### src/rtl/alu_pkg.sv
// Shared types for the ALU command/result stage: operand width, op codes,
// and the packed command and result records carried by the pipeline.
package alu_pkg;

  localparam int ALU_W     = 8;
  // Tag width of the command/result records; the stage's TAG_W must match.
  localparam int CMD_TAG_W = 4;

  typedef enum logic [1:0] {
    OP_ADD = 2'b00,
    OP_SUB = 2'b01,
    OP_AND = 2'b10,
    OP_OR  = 2'b11
  } alu_op_e;

  typedef struct packed {
    logic [ALU_W-1:0]     a;
    logic [ALU_W-1:0]     b;
    alu_op_e              op;
    logic [CMD_TAG_W-1:0] tag;
  } alu_cmd_t;

  typedef struct packed {
    logic [ALU_W-1:0]     r;
    logic                 z;
    logic                 c;
    logic                 v;
    logic [CMD_TAG_W-1:0] tag;
  } alu_res_t;

  // Bundle the ALU outputs with the tag of the command that produced them.
  function automatic alu_res_t make_res(input logic [ALU_W-1:0] r,
                                        input logic z, input logic c, input logic v,
                                        input logic [CMD_TAG_W-1:0] tag);
    alu_res_t res;
    res.r   = r;
    res.z   = z;
    res.c   = c;
    res.v   = v;
    res.tag = tag;
    return res;
  endfunction

endpackage

### src/rtl/alu_pipe_reg.sv
// Generic valid/ready register slice: one entry, full throughput when the
// downstream side is ready, contents held stable while stalled.
module alu_pipe_reg #(
  parameter int W = 8
) (
  input  logic         clk,
  input  logic         rst_n,
  input  logic         in_valid,
  output logic         in_ready,
  input  logic [W-1:0] in_data,
  output logic         out_valid,
  input  logic         out_ready,
  output logic [W-1:0] out_data
);

  logic         valid_d, valid_q;
  logic [W-1:0] data_d, data_q;
  logic         load_s;

  // Next-state: load when accepting, drain when the consumer takes the entry.
  always_comb begin
    in_ready = ~valid_q | out_ready;
    load_s   = in_valid & in_ready;
    valid_d  = valid_q;
    data_d   = data_q;
    if (load_s) begin
      valid_d = 1'b1;
      data_d  = in_data;
    end else if (out_ready) begin
      valid_d = 1'b0;
    end else begin
      valid_d = valid_q;
    end
  end

  // Slice state registers; reset empties the slice and zeroes its contents.
  always_ff @(posedge clk or negedge rst_n) begin
    if (!rst_n) begin
      valid_q <= 1'b0;
      data_q  <= '0;
    end else begin
      valid_q <= valid_d;
      data_q  <= data_d;
    end
  end

  assign out_valid = valid_q;
  assign out_data  = data_q;

endmodule

### src/rtl/alu_cmd_stage.sv
// Registered command/result wrapper around the 8-bit flag ALU. S1 holds the
// command and drives the ALU; S2 captures result+flags for the consumer.
// Also tracks a sticky overflow flag and a completed-command counter.
module alu_cmd_stage
  import alu_pkg::*;
#(
  parameter int TAG_W = CMD_TAG_W,
  parameter int CNT_W = 16
) (
  input  logic             clk,
  input  logic             rst_n,
  input  logic             in_valid,
  output logic             in_ready,
  input  logic [7:0]       in_a,
  input  logic [7:0]       in_b,
  input  logic [1:0]       in_op,
  input  logic [TAG_W-1:0] in_tag,
  output logic [7:0]       alu_a,
  output logic [7:0]       alu_b,
  output logic [1:0]       alu_op,
  input  logic [7:0]       alu_r,
  input  logic             alu_z,
  input  logic             alu_c,
  input  logic             alu_v,
  output logic             out_valid,
  input  logic             out_ready,
  output logic [7:0]       out_r,
  output logic             out_z,
  output logic             out_c,
  output logic             out_v,
  output logic [TAG_W-1:0] out_tag,
  output logic             sticky_v,
  input  logic             clr_sticky,
  output logic [CNT_W-1:0] cmd_count
);

  alu_cmd_t         s1_in_s, s1_q_s;
  alu_res_t         s2_in_s, s2_q_s;
  logic             s1_valid_s, s2_ready_s, s2_valid_s, xfer_s;
  logic             sticky_d, sticky_q;
  logic [CNT_W-1:0] count_d, count_q;

  // Pack the incoming command and the ALU's answer into their stage records.
  always_comb begin
    s1_in_s.a   = in_a;
    s1_in_s.b   = in_b;
    s1_in_s.op  = alu_op_e'(in_op);
    s1_in_s.tag = CMD_TAG_W'(in_tag);
    s2_in_s     = make_res(alu_r, alu_z, alu_c, alu_v, s1_q_s.tag);
  end

  alu_pipe_reg #(.W($bits(alu_cmd_t))) u_s1 (
    .clk       (clk),
    .rst_n     (rst_n),
    .in_valid  (in_valid),
    .in_ready  (in_ready),
    .in_data   (s1_in_s),
    .out_valid (s1_valid_s),
    .out_ready (s2_ready_s),
    .out_data  (s1_q_s)
  );

  alu_pipe_reg #(.W($bits(alu_res_t))) u_s2 (
    .clk       (clk),
    .rst_n     (rst_n),
    .in_valid  (s1_valid_s),
    .in_ready  (s2_ready_s),
    .in_data   (s2_in_s),
    .out_valid (s2_valid_s),
    .out_ready (out_ready),
    .out_data  (s2_q_s)
  );

  // Sticky overflow (a V=1 transfer beats a same-cycle clear) and wrap counter.
  always_comb begin
    xfer_s   = s2_valid_s & out_ready;
    sticky_d = sticky_q;
    count_d  = count_q;
    if (xfer_s & s2_q_s.v) begin
      sticky_d = 1'b1;
    end else if (clr_sticky) begin
      sticky_d = 1'b0;
    end else begin
      sticky_d = sticky_q;
    end
    if (xfer_s) begin
      count_d = count_q + CNT_W'(1'b1);
    end else begin
      count_d = count_q;
    end
  end

  // Status registers for the sequencer.
  always_ff @(posedge clk or negedge rst_n) begin
    if (!rst_n) begin
      sticky_q <= 1'b0;
      count_q  <= '0;
    end else begin
      sticky_q <= sticky_d;
      count_q  <= count_d;
    end
  end

  assign alu_a     = s1_q_s.a;
  assign alu_b     = s1_q_s.b;
  assign alu_op    = s1_q_s.op;
  assign out_valid = s2_valid_s;
  assign out_r     = s2_q_s.r;
  assign out_z     = s2_q_s.z;
  assign out_c     = s2_q_s.c;
  assign out_v     = s2_q_s.v;
  assign out_tag   = TAG_W'(s2_q_s.tag);
  assign sticky_v  = sticky_q;
  assign cmd_count = count_q;

endmodule

### config.mk
export PLATFORM = sky130hd
export DESIGN_NAME = alu_cmd_stage
export DESIGN_NICKNAME = d
export VERILOG_FILES = /design/src/rtl/alu_pkg.sv /design/src/rtl/alu_pipe_reg.sv /design/src/rtl/alu_cmd_stage.sv
export SDC_FILE = /design/constraint.sdc
export NUM_CORES = 1
export LEC_CHECK = 0
export ABC_AREA = 1
export BUFFER_PORTS_ARGS = -buffer_cell sky130_fd_sc_hd__clkbuf_2
export CAP_MARGIN = 20
export CORE_UTILIZATION = 45
export CTS_CLUSTER_DIAMETER = 120
export CTS_CLUSTER_SIZE = 30
export DETAILED_ROUTE_END_ITERATION = 16
export GPL_TIMING_DRIVEN = 0
export HOLD_SLACK_MARGIN = 0.06
export PLACE_DENSITY = 0.74
export SLEW_MARGIN = 5
export SYNTH_ARGS = -nofsm -noshare
export SYNTH_HDL_FRONTEND = slang
export SYNTH_SLANG_ARGS = --single-unit
### constraint.sdc
create_clock -name clk -period 1.2 [get_ports clk]
set_input_delay 0.12 -clock clk [delete_from_list [all_inputs] [get_ports clk]]
set_output_delay 0.12 -clock clk [all_outputs]
set_load 0.01 [all_outputs]
==> results of run 1 <==
[kinds of logic after synthesis]
family,synth area share [%]
simple gates,22.5
xor+xnor,3.10
fa+ha+maj,0.493
flops,55.2
compound gates,2.61
buf+inv,10.3
mux,5.76
[power breakdown]
group	leakage [nW]	switching, mW	internal (mW)
Combinational	1.26	0.845	0.959
Clock	0.0510	0.596	0.462
Sequential	0.677	0.315	2.27
Total	1.99	1.76	3.69
[routing by layer]
metal	wire length [um]	part of all wire (%)	up-vias	global-route usage [%]
met4	51	0.84	0	5.47
met2	2910	48	90	34.5
met5	0	0	-	0
met1	2670	44	1029	27.3
li1	-	-	1093	-
met3	430	7.1	6	6.67
[state kept, by name (all words and copies together), names as in the netlist]
register / cells
u_s1.out_data: 22
sticky_v: 1
cmd_count: 16
u_s2.out_data: 15
u_s1.out_valid: 1
u_s2.out_valid: 1
[stage by stage]
stage / hold WS, ns / util, % / setup WS [ns]
2_1_floorplan: -0.176 / - / -0.0452
3_3_place_gp: 0.316 / 58.4 / -0.284
3_5_place_dp: 0.271 / 58.5 / -0.0801
4_1_cts: 0.0656 / 67.6 / -0.0998
5_1_grt: 0.0785 / 70.6 / -0.142
6_report: 0.0691 / 70.6 / -0.106
[worst max-delay path: cells and delay by family, from the launching register on]
family                 cells  cell delay (ns)
muxes                      1             0.29
DFF                        1             0.46
and+or+nand+nor            2             0.14
buffers and inverters      2             0.30
[timing repair]
| item | 4_1_cts | 5_1_grt |
|---|---|---|
| hold endpoints to repair | 89 | 0 |
| pin swaps | 2 | 6 |
| gates resized for setup | 5 | 20 |
| setup endpoints to repair | 17 | 32 |
| hold buffers | 34 | 0 |
| buffers inserted | 3 | 8 |
| gates cloned | 0 | 1 |
[layout by cell type (no fill, tap or decap), types with 2 or more instances in the layout]
cell | Yosys | final
dfrtp_2 | 0 | 6
buf_12 | 0 | 2
xnor2_1 | 4 | 4
nand3_1 | 24 | 22
inv_1 | 19 | 19
clkinv_2 | 0 | 2
o21ai_0 | 4 | 3
clkbuf_8 | 0 | 6
dlygate4sd3_1 | 0 | 34
nand2_1 | 75 | 74
clkbuf_2 | 0 | 87
o21ai_1 | 3 | 4
dfrtp_1 | 56 | 50
nand3_4 | 0 | 2
buf_2 | 3 | 2
nand4_1 | 3 | 3
nor2_2 | 1 | 2
nand2_4 | 2 | 5
mux2_4 | 9 | 9
xor2_1 | 5 | 5
buf_4 | 20 | 30
buf_6 | 1 | 2
nor2_4 | 3 | 4
a21oi_1 | 5 | 5
nor2_1 | 16 | 14
[synth_stat cells (3+ instances only)]
library cell | number | area share, %
mux2_4 | 9 | 5.3
a21oi_1 | 5 | 0.99
inv_1 | 19 | 2.8
buf_4 | 20 | 5.9
o21ai_0 | 4 | 0.79
nand2_1 | 75 | 11
nand2_2 | 3 | 0.74
nor2_1 | 16 | 2.4
o21ai_1 | 3 | 0.59
nor2_4 | 3 | 1.3
dfrtp_1 | 56 | 55
xor2_1 | 5 | 1.7
buf_2 | 3 | 0.59
nand4_1 | 3 | 0.74
nand3_1 | 24 | 4.7
xnor2_1 | 4 | 1.4
[area by class of cell]
class                      instances  area [um2]
clock inverter                     2        10.0
multi-input combinational        161         941
tap                               70        87.6
buffer                            26         200
sequential                        56        1410
inverter                          21        81.3
clock buffer                       6        82.6
timing repair buffer             134         910
fill                             408        1550
[worst paths after layout]
kind | startpoint | end | slack [ns] | cells after the start
setup / recovery | u_s2.out_valid$_DFFE_PN0P_ | u_s2.out_data[10]$_DFFE_PN0P_ | -0.11 | 5
hold / removal | in_tag[0] | u_s1.out_data[0]$_DFFE_PN0P_ | 0.07 | 3
setup reg to reg | u_s2.out_valid$_DFFE_PN0P_ | u_s2.out_data[10]$_DFFE_PN0P_ | -0.11 | 5
hold reg to reg | u_s1.out_data[20]$_DFFE_PN0P_ | u_s1.out_data[20]$_DFFE_PN0P_ | 0.48 | 2
max in group asynchronous | rst_n | u_s2.out_valid$_DFFE_PN0P_ | 0.20 | 2
min in group asynchronous | rst_n | cmd_count[11]$_DFFE_PN0P_ | 0.44 | 2
==> results.toml, run 1 <==
[status]
status = "finished with violations"
violations = "negative setup slack"

[timing]
setup_tns_ns = -0.869
finalSetupViolCount = 12
fmax_mhz = 766
slew_violations = 0
worst_pin_slew_ns = 0.757
fin_skew_ns = 0.0103
period_minus_slack_ns = 1.31
slew_headroom_pct = 49.5
rsz0062_at_grt = "true"
fin_crit_sh_pct = 109
setup_slack_ns = -0.106
hold_violations = 0

[placement]
gp_congestion = 0.729
dp_cells = 422
numPortBuffers = 88
hpwl_um = 3650
place_area_um2 = 3080

[floorplanning]
dieArea_um2 = 5950
core_area_um2 = 5270
rows = 26
dieHeight_um = 77.1
fp.dieW_um = 77.1
io_pins = 90
initial_utilization_pct = 48.2

[clock_tree]
cts.clk_slew.worst_paths_ns = 0.09
cts_tree = "built"
clock-sinks = 56
htree_num_levels = 2
clock-root-buffer = "clkbuf_8"
clock_path_buffers = 2
cts_buffers = 5
clk_latency_ns = 0.31

[drt]
ant_nets = 0
wl_per_cell_um = 12.7
first_pass_iters = 6
via_per_inst = 4.66
drt_iter0_markers = 111
routed_wl_um = 6060
via_count = 2218
drcViolationCount = 0

[yosys]
syn_nets = 303
synth_cells = 264
netlist_area_um2 = 2540
async_reset_ff_share_pct = 100
synthFlopType = "dfrtp_1"
yosysSeqAreaShare_pct = 55.2
syn_area_per_cell_um2 = 9.62
ys_ff_latch = 56
yosysUniqueCellTypes = 25
synth_edf_count = 0
yosysWarnings = 0

[global_routing]
grt_overflow_total = 0
grt_max_degree = 57
antenna_found_initial = 0
grt_usage_pct = 21.2
grt_pass1_wl_um = 10100
grt_pass1_vias = 2201

[finish]
drive_gt1_share_pct = 41.1
syn_to_final_growth_pct = 46.5
antenna_cells = 0
nNetsFinal = 444
final_cell_area_um2 = 3720
final_cells = 476

[worst_setup_path]
cp_common_cell = "nand2_4"
crit_path_max_fanout = 5
cp.arrival_ns = 1.50
cp_slowest_cell = "dfrtp_2"
critPathCaptureType = "flop"
crit_path_cell_trace = "buf_12 -> nand2_4 -> nand2_4 -> clkbuf_16 -> mux2_4"
slowest_delay_ns = 0.46
required_ns = 1.39
path_class = "flop to flop"
start_kind = "flop"

[pwr]
power_density_nw_per_um2 = 1460
finalPower_mw = 5.45
p_leak_nw = 1.99
ir_worst_vdd_mv = 0.750

[flow_run]
max_cap_violations = 0

[worst_hold_path]
hold_path.class = "primary input to flop"
(Power assumes the default switching activity.)
==> run 2: changes to the inputs <==
--- a/config.mk
+++ b/config.mk
@@ -5,16 +5,15 @@
 export SDC_FILE = /design/constraint.sdc
 export NUM_CORES = 1
 export LEC_CHECK = 0
-export ABC_AREA = 1
 export BUFFER_PORTS_ARGS = -buffer_cell sky130_fd_sc_hd__clkbuf_2
 export CAP_MARGIN = 20
-export CORE_UTILIZATION = 45
+export CORE_UTILIZATION = 43
 export CTS_CLUSTER_DIAMETER = 120
 export CTS_CLUSTER_SIZE = 30
 export DETAILED_ROUTE_END_ITERATION = 16
 export GPL_TIMING_DRIVEN = 0
 export HOLD_SLACK_MARGIN = 0.06
-export PLACE_DENSITY = 0.74
+export PLACE_DENSITY = 0.73
 export SLEW_MARGIN = 5
 export SYNTH_ARGS = -nofsm -noshare
 export SYNTH_HDL_FRONTEND = slang
==> results.toml, run 2 <==
[finish]
final_cells = 392
antenna_cells = 0
fillCellCount = 334
final_cell_area_um2 = 3850
syn_to_final_growth_pct = 66.1
final_util_pct = 74.9
largest_reg_flops = 22
nNetsFinal = 360
drive_gt1_share_pct = 63.7
multi_input_area_um2 = 1010
regArea_um2 = 1410
final_cell_mix = "clkbuf_2 (86), dfrtp_1 (52), dlygate4sd3_1 (36), buf_4 (35), mux2_4 (30)"
mostFrequentLayoutCell = "clkbuf_2"

[yosys]
yosysSeqAreaShare_pct = 60.4
yosys.area.top_type = "dfrtp_1"
yosysUniqueCellTypes = 21
synth_compound_area_share_pct = 0.216
synth_cells = 163
synthTopCellsByCount = "dfrtp_1 (56), mux2_2 (38), buf_4 (20)"
async_reset_ff_share_pct = 100
ys_ff_latch = 56
synthFlopType = "dfrtp_1"
synthAdderAreaFrac_pct = 0.540
yosys.area_share.simple_pct = 7.83
synth_edf_count = 0
netlist_area_um2 = 2320
synthTopCellsByArea = "dfrtp_1 (60%), mux2_2 (18%), buf_4 (6.5%)"
synthMuxAreaShare_pct = 18.5
synth_top_area_share_pct = 60.4
syn_area_per_cell_um2 = 14.2
yosysWarnings = 0
synthXorXnorAreaFrac_pct = 5.67
syn_nets = 202
synth_most_common_cell = "dfrtp_1"
synth_top_family_by_area = "multiplexers"

[clock_tree]
cts_tree = "built"
clock-root-buffer = "clkbuf_8"
cts.clk_slew.worst_paths_ns = 0.10
clock_path_buffers = 2
htree_num_levels = 2
clock-sinks = 56
clk_latency_ns = 0.30
cts_buffers = 5

[global_routing]
antenna_found_initial = 0
grt_usage_pct = 18.3
grt_max_degree = 57
grt_pass1_wl_um = 7750
grt_pass1_vias = 1709
grt_overflow_total = 0

[worst_setup_path]
crit_path_max_fanout = 3
r2r_cells = 5
cp.arrival_ns = 1.57
start_kind = "flop"
path_class = "flop to flop"
crit_path_cell_trace = "nand4_1 -> nor3_4 -> buf_6 -> nand3_4 -> xnor2_2"
slowest_delay_ns = 0.39
cp_slowest_cell = "dfrtp_1"
critPathCaptureType = "flop"
required_ns = 1.40

[timing]
worst_pin_slew_ns = 0.739
setup_tns_ns = -5.48
setup_slack_ns = -0.175
fmax_mhz = 727
fin_skew_ns = 0.00512
slew_headroom_pct = 50.8
period_minus_slack_ns = 1.37
whs_ns = 0.168
slew_violations = 0
finalSetupViolCount = 45
fin_crit_sh_pct = 115
rsz0062_at_grt = "true"
hold_violations = 0

[drt]
via_per_inst = 4.57
via_count = 1790
wl_per_cell_um = 13.8
ant_nets = 0
drt_iter0_markers = 40
first_pass_iters = 3
routed_wl_um = 5430
drcViolationCount = 0

[pwr]
power_density_nw_per_um2 = 1450
ir_worst_vdd_mv = 1.04
finalPower_mw = 5.58
p_leak_nw = 1.99

[worst_hold_path]
hold_path.class = "primary input to flop"
hold_depth = 3

[placement]
hpwl_um = 2940
place_area_um2 = 2920
gp_congestion = 0.777
pre_cts_ws_ns = -0.310
numPortBuffers = 89
dp_cells = 322

[floorplanning]
fp.dieW_um = 75.4
dieArea_um2 = 5690
rows = 26
initial_utilization_pct = 45.1
core_area_um2 = 5140
io_pins = 90
dieHeight_um = 75.4

[status]
status = "finished with violations"
violations = "negative setup slack"

[flow_run]
max_cap_violations = 0
## run 2: cell types whose count changed after synthesis, sizes merged, moves of 5 or more
| cell | previous run | this run |
|---|---|---|
| mux2 | 10 | 38 |
| o21ai | 7 | 1 |
| xnor2 | 4 | 10 |
| a21oi | 5 | 0 |
| nand3 | 25 | 4 |
| inv | 21 | 1 |
| nand2 | 80 | 10 |
| nor2 | 20 | 2 |
## run 2: final cells by class
cell class / instances / share of cell area (%)
Clock buffer: 7 / 2.24
Sequential cell: 56 / 36.5
Buffer: 21 / 4.84
Multi-Input combinational cell: 85 / 26.2
Tap cell: 70 / 2.27
Inverter: 1 / 0.0975
Timing Repair Buffer: 151 / 27.6
Clock inverter: 1 / 0.195
## run 2: what timing repair did
| action | CTS | global route |
|---|---|---|
| hold endpoints to repair | 91 | 0 |
| resized for setup | 28 | 34 |
| gates cloned | 1 | 1 |
| setup endpoints to repair | 43 | 48 |
| pin swaps | 12 | 18 |
| setup buffers | 14 | 10 |
| hold buffers | 36 | 0 |
## run 2: path summary, 6_finish.rpt
kind	start	end	slack (ns)
worst max-delay path	cmd_count[5]$_DFFE_PN0P_	cmd_count[12]$_DFFE_PN0P_	-0.17
worst min register to register	cmd_count[15]$_DFFE_PN0P_	cmd_count[15]$_DFFE_PN0P_	0.47
min in group asynchronous	rst_n	u_s1.out_data[0]$_DFFE_PN0P_	0.43
worst max register to register	cmd_count[5]$_DFFE_PN0P_	cmd_count[12]$_DFFE_PN0P_	-0.17
max in group asynchronous	rst_n	cmd_count[8]$_DFFE_PN0P_	0.23
worst min-delay path	out_ready	sticky_v$_DFFE_PN0P_	0.17
## run 2: worst max-delay path: cells and delay by family, from the launching register on
family                    cells  cell delay, ns
xor gates and xnor gates      1            0.14
buffers and inverters         1            0.15
and+or+nand+nor               3            0.59
DFF                           1            0.39
## run 2: logic make-up after synthesis
family / Yosys count
compound gates: 1
xor+xnor: 15
fa+ha+maj: 1
buf+inv: 22
flops: 56
mux: 38
simple gates: 30
## run 2: power by group
part / total [mW] / switching, mW / internal [mW]
Combinational: 2.08 / 0.836 / 1.24
Clock: 1.06 / 0.585 / 0.470
Sequential: 2.45 / 0.240 / 2.21
## run 2: layer usage
layer / global-route usage [%] / part of all wire (%) / vias up
li1: - / - / 844
met1: 22.5 / 41 / 870
met2: 31.0 / 52 / 65
met3: 5.69 / 5.5 / 11
met4: 5.56 / 1.4 / 0
met5: 0 / 0 / -
==> run 3: changes to the inputs <==
--- a/config.mk
+++ b/config.mk
@@ -14,6 +14,7 @@
 export GPL_TIMING_DRIVEN = 0
 export HOLD_SLACK_MARGIN = 0.06
 export PLACE_DENSITY = 0.73
+export REMOVE_ABC_BUFFERS = 1
 export SLEW_MARGIN = 5
 export SYNTH_ARGS = -nofsm -noshare
 export SYNTH_HDL_FRONTEND = slang
==> results.toml, run 3 (synthesized netlist as in run 2, its figures left out) <==
[clock_tree]
clock_path_buffers = 2
cts.clk_slew.worst_paths_ns = 0.09
cts_buffers = 5
clock-sinks = 56
clk_latency_ns = 0.29
cts_tree = "built"
htree_num_levels = 2
clock-root-buffer = "clkbuf_8"

[worst_setup_path]
critPathCaptureType = "output port"
cp_slowest_cell = "dfrtp_2"
path_class = "flop to output port"
crit_path_max_fanout = 6
worstReg2RegEnd = "u_s1.out_data[16]$_DFFE_PN0P_"
crit_family = "flip-flops"
required_ns = 1.08
r2r_slack_ns = -0.12
reg2reg_from = "u_s2.out_valid$_DFFE_PN0P_"
r2r_cells = 4
cp.arrival_ns = 1.22
crit_path_cell_trace = "nand3b_1 -> buf_6 -> buf_8"
start_kind = "flop"
critical_path_buf_inv_count = 2
slowest_delay_ns = 0.49

[drt]
drcViolationCount = 0
first_pass_iters = 3
drt_iter0_markers = 19
wl_per_cell_um = 13.4
via_count = 1665
ant_nets = 0
via_per_inst = 4.61
routed_wl_um = 4840

[pwr]
power_density_nw_per_um2 = 1470
sw_frac_of_total_pct = 28.6
p_leak_nw = 1.70
combinationalPowerShare_pct = 29.9
power_frac_clock_pct = 22.6
p_int_mw = 3.61
switching_power_mw = 1.44
ir_worst_vdd_mv = 0.819
seq_power_share_pct = 47.5

[global_routing]
grt_usage_pct = 17.1
grt_pass1_vias = 1638
antenna_found_initial = 0
grt_pass1_wl_um = 7330
grt_overflow_total = 0
grt_max_degree = 57

[worst_hold_path]
hold_depth = 3
hp-start = "out_ready"
hold_end = "sticky_v$_DFFE_PN0P_"
hold_path.class = "primary input to flop"

[placement]
pre_cts_ws_ns = -0.669
hpwl_um = 2730
numPortBuffers = 89
gp_congestion = 0.645

[timing]
fin_crit_sh_pct = 111
period_minus_slack_ns = 1.34
setup_tns_ns = -3.79
fmax_mhz = 748
rsz0062_at_grt = "true"
hold_violations = 0
setup_slack_ns = -0.137
worst_pin_slew_ns = 0.746
fin_skew_ns = 0.00664
finalSetupViolCount = 46
whs_ns = 0.192
slew_headroom_pct = 50.2
slew_violations = 0

[floorplanning]
dieArea_um2 = 5690
core_area_um2 = 5140
fp.dieW_um = 75.4
dieHeight_um = 75.4
io_pins = 90
rows = 26
initial_utilization_pct = 45.1

[finish]
final_cell_mix = "clkbuf_2 (87), dfrtp_1 (54), dlygate4sd3_1 (35), mux2_2 (32), buf_4 (14)"
largest_reg_flops = 22
syn_to_final_growth_pct = 48.0
fillCellCount = 413
final_util_pct = 66.7
mostFrequentLayoutCell = "clkbuf_2"
drive_gt1_share_pct = 57.7
antenna_cells = 0
nNetsFinal = 331

[status]
violations = "negative setup slack"
status = "finished with violations"

[flow_run]
max_cap_violations = 0
-- run 3: area by class of cell --
class / instances / area (um2) / share of cell area [%]
multi-input cells: 89 / 912 / 26.6
flip-flops and latches: 56 / 1400 / 40.9
inverters: 1 / 3.75 / 0.109
repair buffers: 139 / 925 / 27.0
clock inverters: 1 / 30.0 / 0.875
well taps: 70 / 87.6 / 2.55
clock buffers: 5 / 68.8 / 2.01
-- run 3: per-stage QoR --
step	instances	instance area (um2)	total power [mW]
detailed placement	301	2700	3.53
global route	361	3430	5.36
floorplan	142	2160	3.03
CTS	358	3330	5.01
finish	361	3430	5.06
global placement	301	2700	3.50
-- run 3: worst max-delay path by stage --
stage | startpoint | end | slack [ns] | cells after the start
3_5_place_dp | u_s2.out_valid$_DFFE_PN0P_ | u_s1.out_data[1]$_DFFE_PN0P_ | -0.67 | 3
5_1_grt | cmd_count[0]$_DFFE_PN0P_ | cmd_count[10]$_DFFE_PN0P_ | -0.22 | 5
2_1_floorplan | u_s2.out_valid$_DFFE_PN0P_ | u_s1.out_data[0]$_DFFE_PN0P_ | -0.50 | 3
4_1_cts | u_s2.out_valid$_DFFE_PN0P_ | in_ready | -0.11 | 3
6_report | u_s2.out_valid$_DFFE_PN0P_ | in_ready | -0.14 | 3
3_3_place_gp | u_s2.out_valid$_DFFE_PN0P_ | u_s1.out_data[3]$_DFFE_PN0P_ | -0.62 | 3
-- run 3: power groups by stage --
stage | clock network [mW] | registers (mW) | logic, mW
global placement | 0 | 2.46 | 1.04
global route | 1.26 | 2.44 | 1.66
floorplan | 0 | 2.59 | 0.444
CTS | 1.19 | 2.39 | 1.43
detailed placement | 0 | 2.48 | 1.05
finish | 1.14 | 2.40 | 1.51
-- run 3: tightest hold or removal path: cells and delay by family --
family | cells | cell delay, ns
AOI/OAI and AO/OA | 1 | 0.07
buffers and inverters | 1 | 0.15
and+or+nand+nor | 1 | 0.10
-- run 3: layer usage --
| metal | vias up | part of all wire (%) | track usage, % |
|---|---|---|---|
| met5 | - | 0 | 0 |
| met1 | 798 | 42 | 20.8 |
| met4 | 0 | 0.68 | 3.70 |
| met2 | 67 | 50 | 29.4 |
| li1 | 795 | - | - |
| met3 | 5 | 6.9 | 6.08 |
-- run 3: timing repair --
item	in CTS	in global routing
hold buffers	34	1
gates cloned	2	2
setup buffers	15	0
pin swaps	11	6
endpoints found under the hold margin	89	1
resized for setup	15	17
setup endpoints to repair	49	50
